### config.mk
export PLATFORM = sky130hd
export DESIGN_NAME = hazard_unit
export DESIGN_NICKNAME = d
export VERILOG_FILES = /design/src/rtl/hazard_unit_pkg.sv /design/src/rtl/hazard_unit_cmp.sv /design/src/rtl/hazard_unit.sv
export SDC_FILE = /design/constraint.sdc
export NUM_CORES = 1
export LEC_CHECK = 0
export ABC_AREA = 1
export CAP_MARGIN = 20
export CORE_UTILIZATION = 50
export CTS_BUF_LIST = sky130_fd_sc_hd__clkbuf_4 sky130_fd_sc_hd__clkbuf_8
export CTS_CLUSTER_DIAMETER = 50
export DETAILED_ROUTE_END_ITERATION = 12
export GPL_TIMING_DRIVEN = 0
export PLACE_DENSITY = 0.77
export SLEW_MARGIN = 20
export SYNTH_ARGS = -nofsm -noshare
export SYNTH_HDL_FRONTEND = slang
export SYNTH_HIERARCHICAL = 1
export SYNTH_SLANG_ARGS = --single-unit
### constraint.sdc
create_clock -name clk -period 3.45 [get_ports clk]
set_input_delay 0.69 -clock clk [delete_from_list [all_inputs] [get_ports clk]]
set_output_delay 0.69 -clock clk [all_outputs]
set_load 0.02 [all_outputs]
### src/rtl/hazard_unit_pkg.sv
// Shared pipeline definitions used by the hazard detection block and its comparator.
package hazard_unit_pkg;

  localparam int unsigned REG_W = 5;
  localparam logic [REG_W-1:0] REG_ZERO = 5'd0;

  typedef enum logic {
    IDLE     = 1'b0,
    MEM_WAIT = 1'b1
  } hz_state_e;

endpackage

### src/rtl/hazard_unit_cmp.sv
// Load-use comparator: flags an ID-stage read of a register still being loaded in EX.
module hazard_cmp
  import hazard_unit_pkg::*;
(
  input  logic [REG_W-1:0] id_rs,
  input  logic [REG_W-1:0] id_rt,
  input  logic             id_use_rs,
  input  logic             id_use_rt,
  input  logic [REG_W-1:0] ex_rd,
  input  logic             ex_mem_read,
  output logic             lu_hit
);

  always_comb begin
    lu_hit = ex_mem_read && (ex_rd != REG_ZERO) &&
             ((id_use_rs && (id_rs == ex_rd)) || (id_use_rt && (id_rt == ex_rd)));
  end

endmodule

### src/rtl/hazard_unit.sv
// Pipeline hazard unit: load-use bubbles, data-memory wait stalls, branch flush and stall statistics.
module hazard_unit
  import hazard_unit_pkg::*;
#(
  parameter int unsigned MEM_LAT = 3,
  parameter int unsigned CNT_W   = 16
) (
  input  logic             clk,
  input  logic             reset,
  input  logic [REG_W-1:0] id_rs,
  input  logic [REG_W-1:0] id_rt,
  input  logic             id_use_rs,
  input  logic             id_use_rt,
  input  logic [REG_W-1:0] ex_rd,
  input  logic             ex_mem_read,
  input  logic             mem_req,
  input  logic             branch_taken,
  output logic             stall_req,
  output logic             bubble,
  output logic             flush,
  output logic             mem_busy,
  output logic             err,
  output logic [CNT_W-1:0] stall_cycles,
  output logic [CNT_W-1:0] lu_events
);

  localparam bit         LAT_MULTI  = (MEM_LAT > 1);
  localparam logic [3:0] LAT_RELOAD = 4'(MEM_LAT - 1);

  hz_state_e        state_q, state_d;
  logic [3:0]       wcnt_q, wcnt_d;
  logic             err_q, err_d;
  logic [CNT_W-1:0] stall_cycles_q, stall_cycles_d;
  logic [CNT_W-1:0] lu_events_q, lu_events_d;
  logic             lu_hit;

  hazard_cmp u_cmp (
    .id_rs       (id_rs),
    .id_rt       (id_rt),
    .id_use_rs   (id_use_rs),
    .id_use_rt   (id_use_rt),
    .ex_rd       (ex_rd),
    .ex_mem_read (ex_mem_read),
    .lu_hit      (lu_hit)
  );

  always_comb begin
    state_d        = state_q;
    wcnt_d         = wcnt_q;
    err_d          = err_q;
    stall_cycles_d = stall_cycles_q;
    lu_events_d    = lu_events_q;
    stall_req      = 1'b0;
    bubble         = 1'b0;
    flush          = 1'b0;

    // Outputs are forced low during reset so no stale state leaks into the pipeline.
    if (!reset) begin
      bubble    = (state_q == IDLE) && lu_hit;
      stall_req = (state_q == MEM_WAIT) || bubble;
      flush     = branch_taken && !stall_req;
    end

    case (state_q)
      IDLE: begin
        if (mem_req && LAT_MULTI) begin
          state_d = MEM_WAIT;
          wcnt_d  = LAT_RELOAD;
        end
      end
      MEM_WAIT: begin
        wcnt_d = wcnt_q - 4'd1;
        if (wcnt_q == 4'd1) state_d = IDLE;
        if (mem_req) err_d = 1'b1;
      end
      default: state_d = IDLE;
    endcase

    if (stall_req && (stall_cycles_q != '1)) stall_cycles_d = stall_cycles_q + CNT_W'(1);
    if (bubble && (lu_events_q != '1))       lu_events_d    = lu_events_q + CNT_W'(1);

    if (reset) begin
      state_d        = IDLE;
      wcnt_d         = '0;
      err_d          = 1'b0;
      stall_cycles_d = '0;
      lu_events_d    = '0;
    end
  end

  always_ff @(posedge clk) begin
    state_q        <= state_d;
    wcnt_q         <= wcnt_d;
    err_q          <= err_d;
    stall_cycles_q <= stall_cycles_d;
    lu_events_q    <= lu_events_d;
  end

  assign mem_busy     = (state_q == MEM_WAIT);
  assign err          = err_q;
  assign stall_cycles = stall_cycles_q;
  assign lu_events    = lu_events_q;

endmodule
After elaboration in Yosys (flattened, before gate mapping) --
Cells that the tools add are included.
Storage, ports and cells: bits in registers 38, input port bits 22, output and inout bits 37, logic and storage cells 36
Operators by class: add/sub/neg operators 3, equality and inequality tests 6, multiplexer cells 8, bitwise logic cells 1, reduce and logical (&&, ||, !) cells 13
Operators by type and width (number):
- 16-bit by 1-bit adder with 16-bit output (second input constant) | 2
- 16-bit inequality test (second input constant) | 2
- 5-bit == test | 2
- 1-bit logical AND | 8
- 4-bit case mux with 2 select lines | 1
- 1-bit two-way mux | 5
- 5-bit nonzero test | 1
- 4-bit by 1-bit == test with 1-bit output (second input constant) | 1
- 4-bit two-way mux | 1
- 4-bit by 1-bit subtractor with 4-bit output (second input constant) | 1
- 1-bit logical OR | 2
- 2-bit inequality test (second input constant) | 1
- 1-bit case mux with 2 select lines | 1
- 2-bit AND reduction | 1
- 1-bit logical NOT | 1
- 1-bit NOT | 1

Longest topological paths before layout --
depth after elaboration 9, mapped depth 14, depth with buffers taken out 14

Modules after synthesis --
Netlist, hierarchy kept.
By module, submodules not included:
- hazard_unit | instances 1, cells an instance 353, area each 2238.4 µm², seq. area each 760.7 µm²
- hazard_cmp | instances 1, cells an instance 55, area each 216.5 µm², seq. area each 0.0 µm²

Least setup slack after synthesis --
No wires, ideal clock.
path kind input-to-output, from in ex_rd[3], to out flush, arrival 1.677 ns, required time 2.760 ns, setup slack 1.083 ns, cell stages on the path 7, buffers on the path 0, cell sequence inv_1 -> nand4_1 -> o21ai_0 -> a21oi_1 -> nor2_1 -> nand2_1 -> nor2_1
On the way: cells in the longest elaborated chain, start to end 9, elaborated cells on any way between the ends 13, classes of those cells eq/ne: 2; mux: 1; reduce/logical: 10
RTL lines:
- from (decl) | line hazard_unit.sv:14 | input logic [REG_W-1:0] ex_rd,
- 5-bit == test | line hazard_unit_cmp.sv:16 | ((id_use_rs && (id_rs == ex_rd)) || (id_use_rt && (id_rt == ex_rd)));
- 1-bit logical AND | line hazard_unit_cmp.sv:16
- 1-bit logical OR | line hazard_unit_cmp.sv:16
- 1-bit logical AND (*) | line hazard_unit_cmp.sv:15 | lu_hit = ex_mem_read && (ex_rd != REG_ZERO) &&
- via lu_hit | line hazard_unit.sv:35 | logic lu_hit;
- 1-bit logical AND (*) | line hazard_unit.sv:59 | bubble = (state_q == IDLE) && lu_hit;
- 1-bit logical OR (*) | line hazard_unit.sv:60 | stall_req = (state_q == MEM_WAIT) || bubble;
- 1-bit logical NOT (*) | line hazard_unit.sv:61 | flush = branch_taken && !stall_req;
- 1-bit logical AND (*) | line hazard_unit.sv:61
- 1-bit two-way mux (*) | line hazard_unit.sv:58 | if (!reset) begin
- to (decl) | line hazard_unit.sv:20 | output logic flush,
Mark *: on every way through the listed nets, which the timed path passes. The rest lies on a longest branch.

Worst setup path in the final report --
from in ex_rd[4], to out stall_req
On the way: cells in the longest elaborated chain, start to end 7, elaborated cells on any way between the ends 11, classes of those cells eq/ne: 2; mux: 1; reduce/logical: 8
RTL lines:
- 5-bit == test | line hazard_unit_cmp.sv:16
- 1-bit logical AND | line hazard_unit_cmp.sv:16
- 1-bit logical OR | line hazard_unit_cmp.sv:16
- 1-bit logical AND (*) | line hazard_unit_cmp.sv:15
- via lu_hit | line hazard_unit.sv:35
- 1-bit logical AND (*) | line hazard_unit.sv:59
- 1-bit logical OR (*) | line hazard_unit.sv:60
- 1-bit two-way mux (*) | line hazard_unit.sv:58
- to (decl) | line hazard_unit.sv:18 | output logic stall_req,
Marked as above.

==> metrics.md <==
| Metric | Value |
|---|---|
| Status | completed |
| Row Count | 25 |
| WP data arrival | 2470 ps |
| Sw power | 0.235 mW |
| WS Path Type | in -> out |
| Worst-Margin Slew | 497 ps |
| Startpoint Class | input pin |
| Post-Syn Area | 0.00245 mm2 |
| N_diodes | 0 |
| Cell area after placement | 0.00312 mm2 |
| Vias post-DR | 2,670 |
| Core Footprint | 0.00472 mm2 |
| Fin worst setup slack | 286 ps |
| DR WL/cell | 10.9 um |
| Post-route setup TNS | 0 ps |
| Net count after synthesis | 434 |
| Reg clk slew, reported paths | 70 ps |
| Hold-fix buffers, CTS | 0 |
| Buf+Inv Stages, Crit Path | 3 |
| Total track usage | 24.1% |
| Sw frac | 26.2% |
| Worst rel slew slack | 66.9% |
| Finished Cell Area | 0.00323 mm2 |
| Skew-Pair Late Insertion Delay | 300 ps |
| Seq/Total Area, Yosys | 31.0% |
| Chip height | 72.1 um |
| Area growth, synth to finish | 31.7% |
| Critical-path top delay cell | clkdlybuf4s50_1 |
| HP Class | reg -> reg |
| Share of layout cells above drive strength 1 | 8.86% |
| Nets | 499 |
| Fin cells | 541 |
| I/O pins | 59 |
| Final Skew | 12.3 ps |
| Gpl congestion | 0.922 |
| DR pass1 iterations | 4 |
| Gr ovfl total | 0 |
| Final min period | 3160 ps |
| Netlist cell types | 32 |
| Vias per Instance | 4.94 |
| Critical path required time | 2760 ps |
| Cell count after synthesis | 408 |
| Crit-path cells | clkdlybuf4s50_1, inv_2, nand2_2, nand2_1, nor2_1, nand3_1, a21oi_4, nor2_2, nor2_4, dlygate4sd2_1 |
| RSZ-0062 raised after global routing | false |
| CP Capture Type | primary output |
| Dpl ws | -200 ps |
| Setup violators final | 0 |
| Initial detailed-routing violation count | 149 |
| Max Clock Freq | 316 MHz |
| Clk sinks | 38 |
| Placed cell count | 533 |
| Root buf cell | clkbuf_8 |
| Die width | 72.1 um |
| Clock Path Buffers | 2 |
| CP delay by family, top | buffers and inverters |
| Combinational power share | 13.3% |
| H-tree levels | 2 |
| Global-route wire length before repair | 9990 um |
| Sequential Power Share | 50.5% |
| Initial Utilization | 52.0% |
| I/O Buffers | 58 |
| Yosys reg bits | 38 |
| Leakage | 1.40 nW |
| VDD IR max | 0.000145 V |
| Final slew viol count | 0 |
| Fraction of power consumed by the clock network | 36.3% |
| WHS | 467 ps |
| CTS buffer count | 5 |
| P_int | 0.664 mW |
| Initial antenna violation count | 0 |
| Fin crit share | 91.7% |
| Post-DP HPWL | 4520 um |
| Wirelength, routed | 5890 um |
| Final hold violation count | 0 |
| Die Area | 0.00519 mm2 |
| Routed Antenna Nets | 0 |
| Synth warnings | 6 |
| Power Dens Cells | 278 mW/mm2 |
| DRC errors left | 0 |
| Avg Inst Size Synth | 6.02 um2 |
| Largest net degree at the start of global routing | 13 |
| Vias in the first global route | 2,342 |
| CTS tree | built |
| Highest cell delay on the worst timing path | 540 ps |
| Max-cap check violation count | 0 |
| Crit-path max FO | 6 |
[synthesized netlist by cell type, drive strengths merged]
master | n | area (um2)
a21oi | 27 | 139
a221oi | 1 | 8.76
a41oi | 1 | 8.76
buf | 5 | 35.0
dfxtp | 38 | 761
ha | 4 | 50.1
inv | 53 | 201
nand2 | 124 | 473
nand3 | 37 | 220
nand3b | 1 | 7.51
nand4 | 5 | 37.5
nor2 | 98 | 420
nor3 | 4 | 31.3
o211ai | 1 | 7.51
o21ai | 7 | 38.8
or2 | 1 | 6.26
xnor2 | 1 | 8.76
[tightest hold or removal path: stages (launching register included)]
cell     delay, ps
dfxtp_1        310
nand2_1         60
a21oi_1         50
[stage by stage]
step	utilization [%]	total power, mW
finish	68.4	0.899
global route	68.4	0.939
CTS	68.1	0.902
detailed placement	66.0	0.582
global placement	66.0	0.579
floorplan	-	0.528
[power by group through the flow]
stage                     logic [mW]  clock network (mW)  registers [mW]
after floorplan               0.0606                   0           0.468
after global placement         0.116                   0           0.463
after detailed placement       0.118                   0           0.464
after CTS                      0.119               0.330           0.453
after global routing           0.134               0.351           0.455
final                          0.119               0.326           0.453
[cell families (layout without fill, tap and decap cells)]
family	after synthesis	after routing	synth area share, %
flops	38	38	31.0
xor+xnor	1	1	0.357
simple gates	270	270	48.7
fa+ha+maj	4	4	2.04
compound gates	37	37	8.26
buf+inv	58	124	9.63
[layout by cell type (no fill, tap or decap), drive strengths merged]
cell / netlist / routed
dlymetal6s2s: 0 / 2
dlygate4sd2: 0 / 1
clkdlybuf4s50: 0 / 55
nand3: 37 / 37
nand3b: 1 / 1
inv: 53 / 53
o21ai: 7 / 7
o211ai: 1 / 1
xnor2: 1 / 1
a21oi: 27 / 27
or2: 1 / 1
nand2: 124 / 124
ha: 4 / 4
clkinv: 0 / 1
a221oi: 1 / 1
buf: 5 / 5
dfxtp: 38 / 38
nor3: 4 / 4
nand4: 5 / 5
a41oi: 1 / 1
clkbuf: 0 / 6
nor2: 98 / 98
clkinvlp: 0 / 1
[state kept, by name, summed over array words and instances, names as in the netlist]
register,flops
lu_events,16
mem_busy,1
stall_cycles,16
err,1
wcnt_q,4
[repair_timing]
action	4_1_cts	5_1_grt
endpoints found under the setup margin	3	2
endpoints found under the hold margin	0	0
resized for setup	2	5
setup buffers	0	0
[cell type report]
cell class              instances  area, um2
flip-flops and latches         38        761
fillers                       439       1490
plain buffers                   5       35.0
clock buffers                   6       82.6
inverters                      53        201
well taps                      67       83.8
repair buffers                 58        584
multi-input cells             312       1470
clock inverters                 2       12.5
[routing by layer]
| metal | up-vias | global-route usage, % | part of all wire (%) |
|---|---|---|---|
| met2 | 64 | 42.0 | 48 |
| li1 | 1404 | - | - |
| met4 | 0 | 11.1 | 3.2 |
| met3 | 16 | 4.58 | 4.1 |
| met5 | - | 0 | 0 |
| met1 | 1186 | 28.6 | 45 |
[path summary, 6_finish.rpt]
kind,slack (ps),from,cells after the start,endpoint
max,290,ex_rd[4],10,stall_req
min,470,wcnt_q[3]$_SDFFE_PP0P_,2,wcnt_q[3]$_SDFFE_PP0P_
max reg2reg,1830,stall_cycles[0]$_SDFFE_PP0P_,8,stall_cycles[2]$_SDFFE_PP0P_
min reg2reg,470,wcnt_q[3]$_SDFFE_PP0P_,2,wcnt_q[3]$_SDFFE_PP0P_
Note: power is estimated with default switching activity, not from simulation.
